## src/rtl/ogr_frame_rx_if.sv

```systemverilog
`default_nettype none
// ============================================================================
// Module      : ogr_frame_rx_if
// Description : Frame handshake bundle between the byte-to-frame assembler and
//               the ruler calculation control.
//               frame_data  - assembled frame, first byte in the top slot
//               frame_valid - frame_data holds a complete frame
//               frame_ready - consumer accepts the frame when high with valid
//               master: producer (assembler), slave: consumer.
// Revision    : 1.0 - initial release
// ============================================================================
interface ogr_frame_rx_if #(
    parameter int FRAME_BYTES = 6
);
    logic [8*FRAME_BYTES-1:0] frame_data;
    logic                     frame_valid;
    logic                     frame_ready;

    modport master (
        output frame_data,
        output frame_valid,
        input  frame_ready
    );

    modport slave (
        input  frame_data,
        input  frame_valid,
        output frame_ready
    );
endinterface
`default_nettype wire

```

## src/rtl/ogr_frame_rx.sv

```systemverilog
`default_nettype none
// ============================================================================
// Module      : ogr_frame_rx
// Description : Collects FRAME_BYTES UART bytes into one parallel frame and
//               presents it with a valid/ready handshake. Partial frames are
//               aborted on a UART framing error or an inter-byte timeout;
//               bytes arriving while a finished frame waits are dropped.
// Ports       : clock, reset       - clock, async active-high reset
//               received, rx_byte  - byte strobe and data from the UART
//               recv_error         - UART framing error strobe
//               frame_if (master)  - frame_data / frame_valid / frame_ready
//               byte_count         - bytes held in the current frame
//               err_line/err_timeout/err_overrun - one-cycle error pulses
//               err_count          - saturating count of error pulses
// Revision    : 1.0 - initial release
// ============================================================================
module ogr_frame_rx #(
    parameter  int FRAME_BYTES    = 6,
    parameter  int TIMEOUT_CYCLES = 25000,
    localparam int BCW            = $clog2(FRAME_BYTES + 1)
) (
    input  wire logic           clock,
    input  wire logic           reset,
    input  wire logic           received,
    input  wire logic [7:0]     rx_byte,
    input  wire logic           recv_error,
    ogr_frame_rx_if.master      frame_if,
    output logic [BCW-1:0]      byte_count,
    output logic                err_line,
    output logic                err_timeout,
    output logic                err_overrun,
    output logic [7:0]          err_count
);

    localparam int TW  = $clog2(TIMEOUT_CYCLES + 1);
    localparam int TOP = 8*FRAME_BYTES - 1;

    typedef enum logic [1:0] {
        S_IDLE    = 2'd0,
        S_COLLECT = 2'd1,
        S_FULL    = 2'd2
    } state_t;

    state_t                   state_q,       state_d;
    logic [BCW-1:0]           count_q,       count_d;
    logic [TW-1:0]            timer_q,       timer_d;
    logic [8*FRAME_BYTES-1:0] frame_q,       frame_d;
    logic                     err_line_q,    err_line_d;
    logic                     err_timeout_q, err_timeout_d;
    logic                     err_overrun_q, err_overrun_d;
    logic [7:0]               err_count_q,   err_count_d;

    always_ff @(posedge clock or posedge reset) begin
        if (reset) begin
            state_q       <= S_IDLE;
            count_q       <= '0;
            timer_q       <= '0;
            frame_q       <= '0;
            err_line_q    <= 1'b0;
            err_timeout_q <= 1'b0;
            err_overrun_q <= 1'b0;
            err_count_q   <= 8'd0;
        end else begin
            state_q       <= state_d;
            count_q       <= count_d;
            timer_q       <= timer_d;
            frame_q       <= frame_d;
            err_line_q    <= err_line_d;
            err_timeout_q <= err_timeout_d;
            err_overrun_q <= err_overrun_d;
            err_count_q   <= err_count_d;
        end
    end

    always_comb begin
        state_d       = state_q;
        count_d       = count_q;
        timer_d       = timer_q;
        frame_d       = frame_q;
        err_line_d    = 1'b0;
        err_timeout_d = 1'b0;
        err_overrun_d = 1'b0;
        err_count_d   = err_count_q;

        // The count follows the registered pulses, so it steps one cycle
        // after each pulse is visible.
        if ((err_line_q || err_timeout_q || err_overrun_q) && (err_count_q != 8'hFF)) begin
            err_count_d = err_count_q + 8'd1;
        end

        case (state_q)
            S_IDLE: begin
                // A framing error with no partial frame has nothing to abort.
                if (received) begin
                    frame_d[TOP -: 8] = rx_byte;
                    count_d           = BCW'(1);
                    timer_d           = '0;
                    state_d           = (FRAME_BYTES == 1) ? S_FULL : S_COLLECT;
                end
            end

            S_COLLECT: begin
                if (recv_error) begin
                    // Error beats a coincident byte: the byte is discarded too.
                    count_d    = '0;
                    timer_d    = '0;
                    err_line_d = 1'b1;
                    state_d    = S_IDLE;
                end else if (received) begin
                    for (int i = 0; i < FRAME_BYTES; i++) begin
                        if (count_q == BCW'(i)) begin
                            frame_d[8*(FRAME_BYTES-1-i) +: 8] = rx_byte;
                        end
                    end
                    count_d = count_q + BCW'(1);
                    timer_d = '0;
                    if (count_q == BCW'(FRAME_BYTES - 1)) begin
                        state_d = S_FULL;
                    end
                end else if (timer_q == TW'(TIMEOUT_CYCLES - 1)) begin
                    // This idle cycle is the TIMEOUT_CYCLES-th since the last byte.
                    count_d       = '0;
                    timer_d       = '0;
                    err_timeout_d = 1'b1;
                    state_d       = S_IDLE;
                end else begin
                    timer_d = timer_q + TW'(1);
                end
            end

            S_FULL: begin
                if (frame_if.frame_ready) begin
                    if (received) begin
                        // Transfer and start the next frame in the same cycle.
                        frame_d[TOP -: 8] = rx_byte;
                        count_d           = BCW'(1);
                        timer_d           = '0;
                        state_d           = (FRAME_BYTES == 1) ? S_FULL : S_COLLECT;
                    end else begin
                        count_d = '0;
                        state_d = S_IDLE;
                    end
                end else if (received) begin
                    err_overrun_d = 1'b1;
                end
            end

            default: begin
                count_d = '0;
                timer_d = '0;
                state_d = S_IDLE;
            end
        endcase
    end

    assign frame_if.frame_data  = frame_q;
    assign frame_if.frame_valid = (state_q == S_FULL);
    assign byte_count           = count_q;
    assign err_line             = err_line_q;
    assign err_timeout          = err_timeout_q;
    assign err_overrun          = err_overrun_q;
    assign err_count            = err_count_q;

endmodule
`default_nettype wire
```

## src/flat_wrapper.sv

```systemverilog
// flat-port wrapper written by rule: the top's interface ports become plain ports
module ogr_frame_rx_flat 
#(
    parameter  int FRAME_BYTES    = 6,
    parameter  int TIMEOUT_CYCLES = 25000,
    localparam int BCW            = $clog2(FRAME_BYTES + 1)
)
  (clock, reset, received, rx_byte, recv_error, byte_count, err_line, err_timeout, err_overrun, err_count, frame_if_frame_data, frame_if_frame_valid, frame_if_frame_ready);
  ogr_frame_rx_if #(.FRAME_BYTES(FRAME_BYTES)) frame_if_i ();
  input  wire logic clock;
  input  wire logic reset;
  input  wire logic received;
  input  wire logic [7:0] rx_byte;
  input  wire logic recv_error;
  output logic [BCW-1:0] byte_count;
  output logic err_line;
  output logic err_timeout;
  output logic err_overrun;
  output logic [7:0] err_count;
  output wire logic [$bits(frame_if_i.frame_data)-1:0] frame_if_frame_data;
  output wire logic [$bits(frame_if_i.frame_valid)-1:0] frame_if_frame_valid;
  input wire logic [$bits(frame_if_i.frame_ready)-1:0] frame_if_frame_ready;
  assign frame_if_frame_data = frame_if_i.frame_data;
  assign frame_if_frame_valid = frame_if_i.frame_valid;
  assign frame_if_i.frame_ready = frame_if_frame_ready;
  ogr_frame_rx #(.FRAME_BYTES(FRAME_BYTES), .TIMEOUT_CYCLES(TIMEOUT_CYCLES)) u_core (.clock(clock), .reset(reset), .received(received), .rx_byte(rx_byte), .recv_error(recv_error), .frame_if(frame_if_i), .byte_count(byte_count), .err_line(err_line), .err_timeout(err_timeout), .err_overrun(err_overrun), .err_count(err_count));
endmodule
```

## config.mk

```make
export PLATFORM = sky130hd
export DESIGN_NAME = ogr_frame_rx_flat
export DESIGN_NICKNAME = d
export VERILOG_FILES = /design/src/rtl/ogr_frame_rx_if.sv /design/src/rtl/ogr_frame_rx.sv /design/src/flat_wrapper.sv
export SDC_FILE = /design/constraint.sdc
export NUM_CORES = 1
export LEC_CHECK = 0
export ABC_CLOCK_PERIOD_IN_PS = 2800
export BUFFER_PORTS_ARGS = -buffer_cell sky130_fd_sc_hd__buf_2
export CELL_PAD_IN_SITES_DETAIL_PLACEMENT = 0
export CELL_PAD_IN_SITES_GLOBAL_PLACEMENT = 2
export CORE_MARGIN = 8
export CORE_UTILIZATION = 35
export DETAILED_ROUTE_END_ITERATION = 7
export PLACE_DENSITY_LB_ADDON = 0.15
export SYNTH_ARGS = -nofsm -noshare
export SYNTH_HDL_FRONTEND = slang
export SYNTH_SLANG_ARGS = --single-unit
```

## constraint.sdc

```tcl
create_clock -name clock -period 2.8 [get_ports clock]
set_input_delay 0.14 -clock clock [delete_from_list [all_inputs] [get_ports clock]]
set_output_delay 0.14 -clock clock [all_outputs]
set_load 0.02 [all_outputs]
```

==> flow_summary_export.csv <==
group,metric,value,unit
drt,drcViolationCount,0,
drt,wirelength,9100,µm
synthesis,synth.top_cell.area_share,55.0,%
synthesis,synth_instances,314,
flow_run,cap_viol_max_count,0,
cts,cts.sink_count,79,
synthesis,syn_nets,334,
power_and_ir_drop,power_per_cell_area,759,mW/mm²
synthesis,postSynthRegisterBits,79,
global_routing,grt_use_met1,18.5,%
cts,cts.hold.buffers_added,1,
global_routing,first_pass_grt_wire_length,15400,µm
worst_setup_path,cp_data_arrival_time,2.60,ns
worst_setup_path,crit_start,"u_core.timer_q[9]$_DFFE_PP0P_",
synthesis,yosys_warnings,0,
worst_setup_path,crit_fanout,8,
global_routing,number_of_global_route_vias_before_repair,2846,
power_and_ir_drop,irDropWorstVdd,395,µV
timing,setup_viol_count_final,0,
synthesis,ys_top_cells_by_count,"dfrtp_1 (79), nand2_1 (39), mux2_2 (33)",
worst_hold_path,worst_hold_startpoint,"rx_byte[7]",
timing,fin_setup_tns,0,ns
cts,clock_insertion_delay_worst_skew,0.35,ns
final_layout,finalNetCount,414,
worst_hold_path,worst_min_delay_path_class,"in -> reg",
worst_setup_path,crit_path_start_kind,"flop",
die,placement_rows,37,
cts,max-clock-path-buffers,2,
worst_setup_path,critical_path_end_type,"flop",
drt,drt-initial-drc-count,158,
die,vertical_die_dimension,117,µm
worst_setup_path,crit_type,"reg -> reg",
timing,hold_viol_final,0,
synthesis,synth_sequential_area_ratio,55.0,%
global_routing,global_route.usage.met2,20.7,%
timing,timing_max_transition_violations_final,0,
synthesis,synth_area_per_cell,11.4,µm²
final_layout,antenna_cells,0,
drt,ant_nets,0,
timing,final_min_period_over_clock_period,84.7,%
synthesis,postSynth.topFlopCell,"dfrtp_1",
synthesis,most_area_consuming_cells_after_synthesis,"dfrtp_1 (55%), mux2_2 (10%), nand2_1 (4.1%), mux2_1 (2.8%), ha_1 (2.4%)",
synthesis,number_of_flops_mapped_to_enable_cells_by_yosys,0,
synthesis,yosysMostFrequentCell,"dfrtp_1",
global_routing,use_met3,3.60,%
place,dp.final_hpwl,6750,µm
drt,post_drt_via_cell_ratio,5.09,
die,initial_util,35.4,%
synthesis,synth.distinct_cells,48,
final_layout,final_core_util,42.6,%
timing,rsz0062_at_grt,"false",
synthesis,synth.largest_area_cell,"dfrtp_1",
die,ioPinCount,76,
cts,cts_tree,"built",
worst_setup_path,worst_r2r_startpoint,"u_core.timer_q[9]$_DFFE_PP0P_",
place,number_of_buffer_cells_added_on_primary_ports,75,
cts,clkSlewWorstSetupHoldPaths,0.08,ns
timing,maxClockFrequency,422,MHz
outcome,outcome,"finished, final reports clean",
final_layout,post_route_cells_drive_above_1_share,33.3,%
die,chipWidth,117,µm
timing,tightestPinTransition,0.821,ns
global_routing,groute.usage.overall,13.7,%
synthesis,synth_area,0.00359,mm²
worst_setup_path,timing.critical_path.required,3.03,ns
timing,final_critical_path_required_period,2.37,ns
synthesis,synthArstFlopShare,100,%
die,placeableCoreArea,0.0101,mm²
drt,num_vias,2723,
die,die_area,0.0138,mm²
global_routing,grt_antenna_before_repair,0,
global_routing,gr-max-usage-layer,"met2",
cts,cts_inserted_buffers,9,
drt,drtPass1Iterations,4,
global_routing,globalRouteOverflowTotal,0,
timing,relative_slew_slack,45.3,%
global_routing,grt_max_degree,47,
timing,clock_skew,0.00666,ns
power_and_ir_drop,total_leakage_power,0.00213,µW
place,gp_congestion,0.844,
cts,ctsHtreeMaxLevel,3,
cts,post_cts_gate_resize_count,0,
drt,wire_per_inst,17.0,µm
final_layout,area_delta_synth_final,20.2,%
cts,post_cts_buffers,0,
cts,cts_root_buf,"clkbuf_8",
power by group:
| group | internal (µW) | total, µW | switching (µW) |
|---|---|---|---|
| combinational | 366 | 944 | 578 |
| sequential | 1370 | 1520 | 152 |
| clock | 377 | 815 | 438 |
cells in the final DEF (no fill, tap or decap), types with 10 or more instances in the layout:
master	Yosys	layout
o21ai_1	11	11
buf_2	4	75
nor2_1	10	10
dfrtp_1	79	79
nand3_1	11	11
mux2_2	33	33
a21oi_1	10	10
nand2_1	39	39
nor4_1	10	10
clkbuf_8	0	11
stage by stage:
step           hold WS (ns)  cell area, µm²  std cells  power (µW)  setup slack, ns
2_1_floorplan         0.267            3590        314        2140            0.637
3_3_place_gp          0.319            4120        518        2490            0.458
3_5_place_dp          0.327            4120        518        2520            0.451
4_1_cts              0.0419            4320        535        3350            0.428
5_1_grt              0.0478            4320        535        3490            0.308
6_report             0.0643            4320        535        3280            0.430
metal layers:
metal / vias up / wire [µm] / share of wire [%]
li1: 1310 / - / -
met2: 64 / 4200 / 46
met5: - / 0 / 0
met3: 7 / 382 / 4.2
met1: 1342 / 4410 / 49
met4: 0 / 106 / 1.2
cells by family (layout without fill, tap and decap cells):
logic type	count (synthesis)	in the layout	share of synthesized area (%)
simple gates	106	106	15.7
flops	79	79	55.0
compound gates	51	51	9.33
mux	42	42	13.2
buf+inv	22	107	2.65
fa+ha+maj	7	7	2.44
xor+xnor	7	7	1.71
registers in the layout, indices dropped and copies added, names as in the netlist:
name and count:
u_core.frame_if.frame_data 48, u_core.timer_q 15, u_core.err_count 8, u_core.byte_count 3, u_core.state_q 2, u_core.err_line 1, u_core.err_overrun 1, u_core.err_timeout 1
area by class of cell:
type	instances	area, µm²
repair buffers	81	423
inverters	10	38.8
clock buffers	11	151
fillers	1019	5820
flip-flops and latches	79	1980
clock inverters	5	38.8
well taps	136	170
multi-input cells	213	1520
final timing paths:
check	endpoint	slack, ns	cells after the start
worst max-delay path	u_core.byte_count[0]$_DFFE_PP0P_	0.43	4
worst min register to register	u_core.err_count[5]$_DFFE_PP0P_	0.49	1
worst min-delay path	u_core.frame_if.frame_data[47]$_DFFE_PP0P_	0.06	3
max in group asynchronous	u_core.frame_if.frame_data[12]$_DFFE_PP0P_	1.58	4
min in group asynchronous	u_core.frame_if.frame_data[34]$_DFFE_PP0P_	0.45	3
worst max register to register	u_core.byte_count[0]$_DFFE_PP0P_	0.43	4
critical path: stages (launching register included):
cell     delay, ns
dfrtp_1       0.45
or4_1         0.53
or4_1         0.68
a21oi_4       0.25
mux2_1        0.34
(Power assumes the default switching activity.)
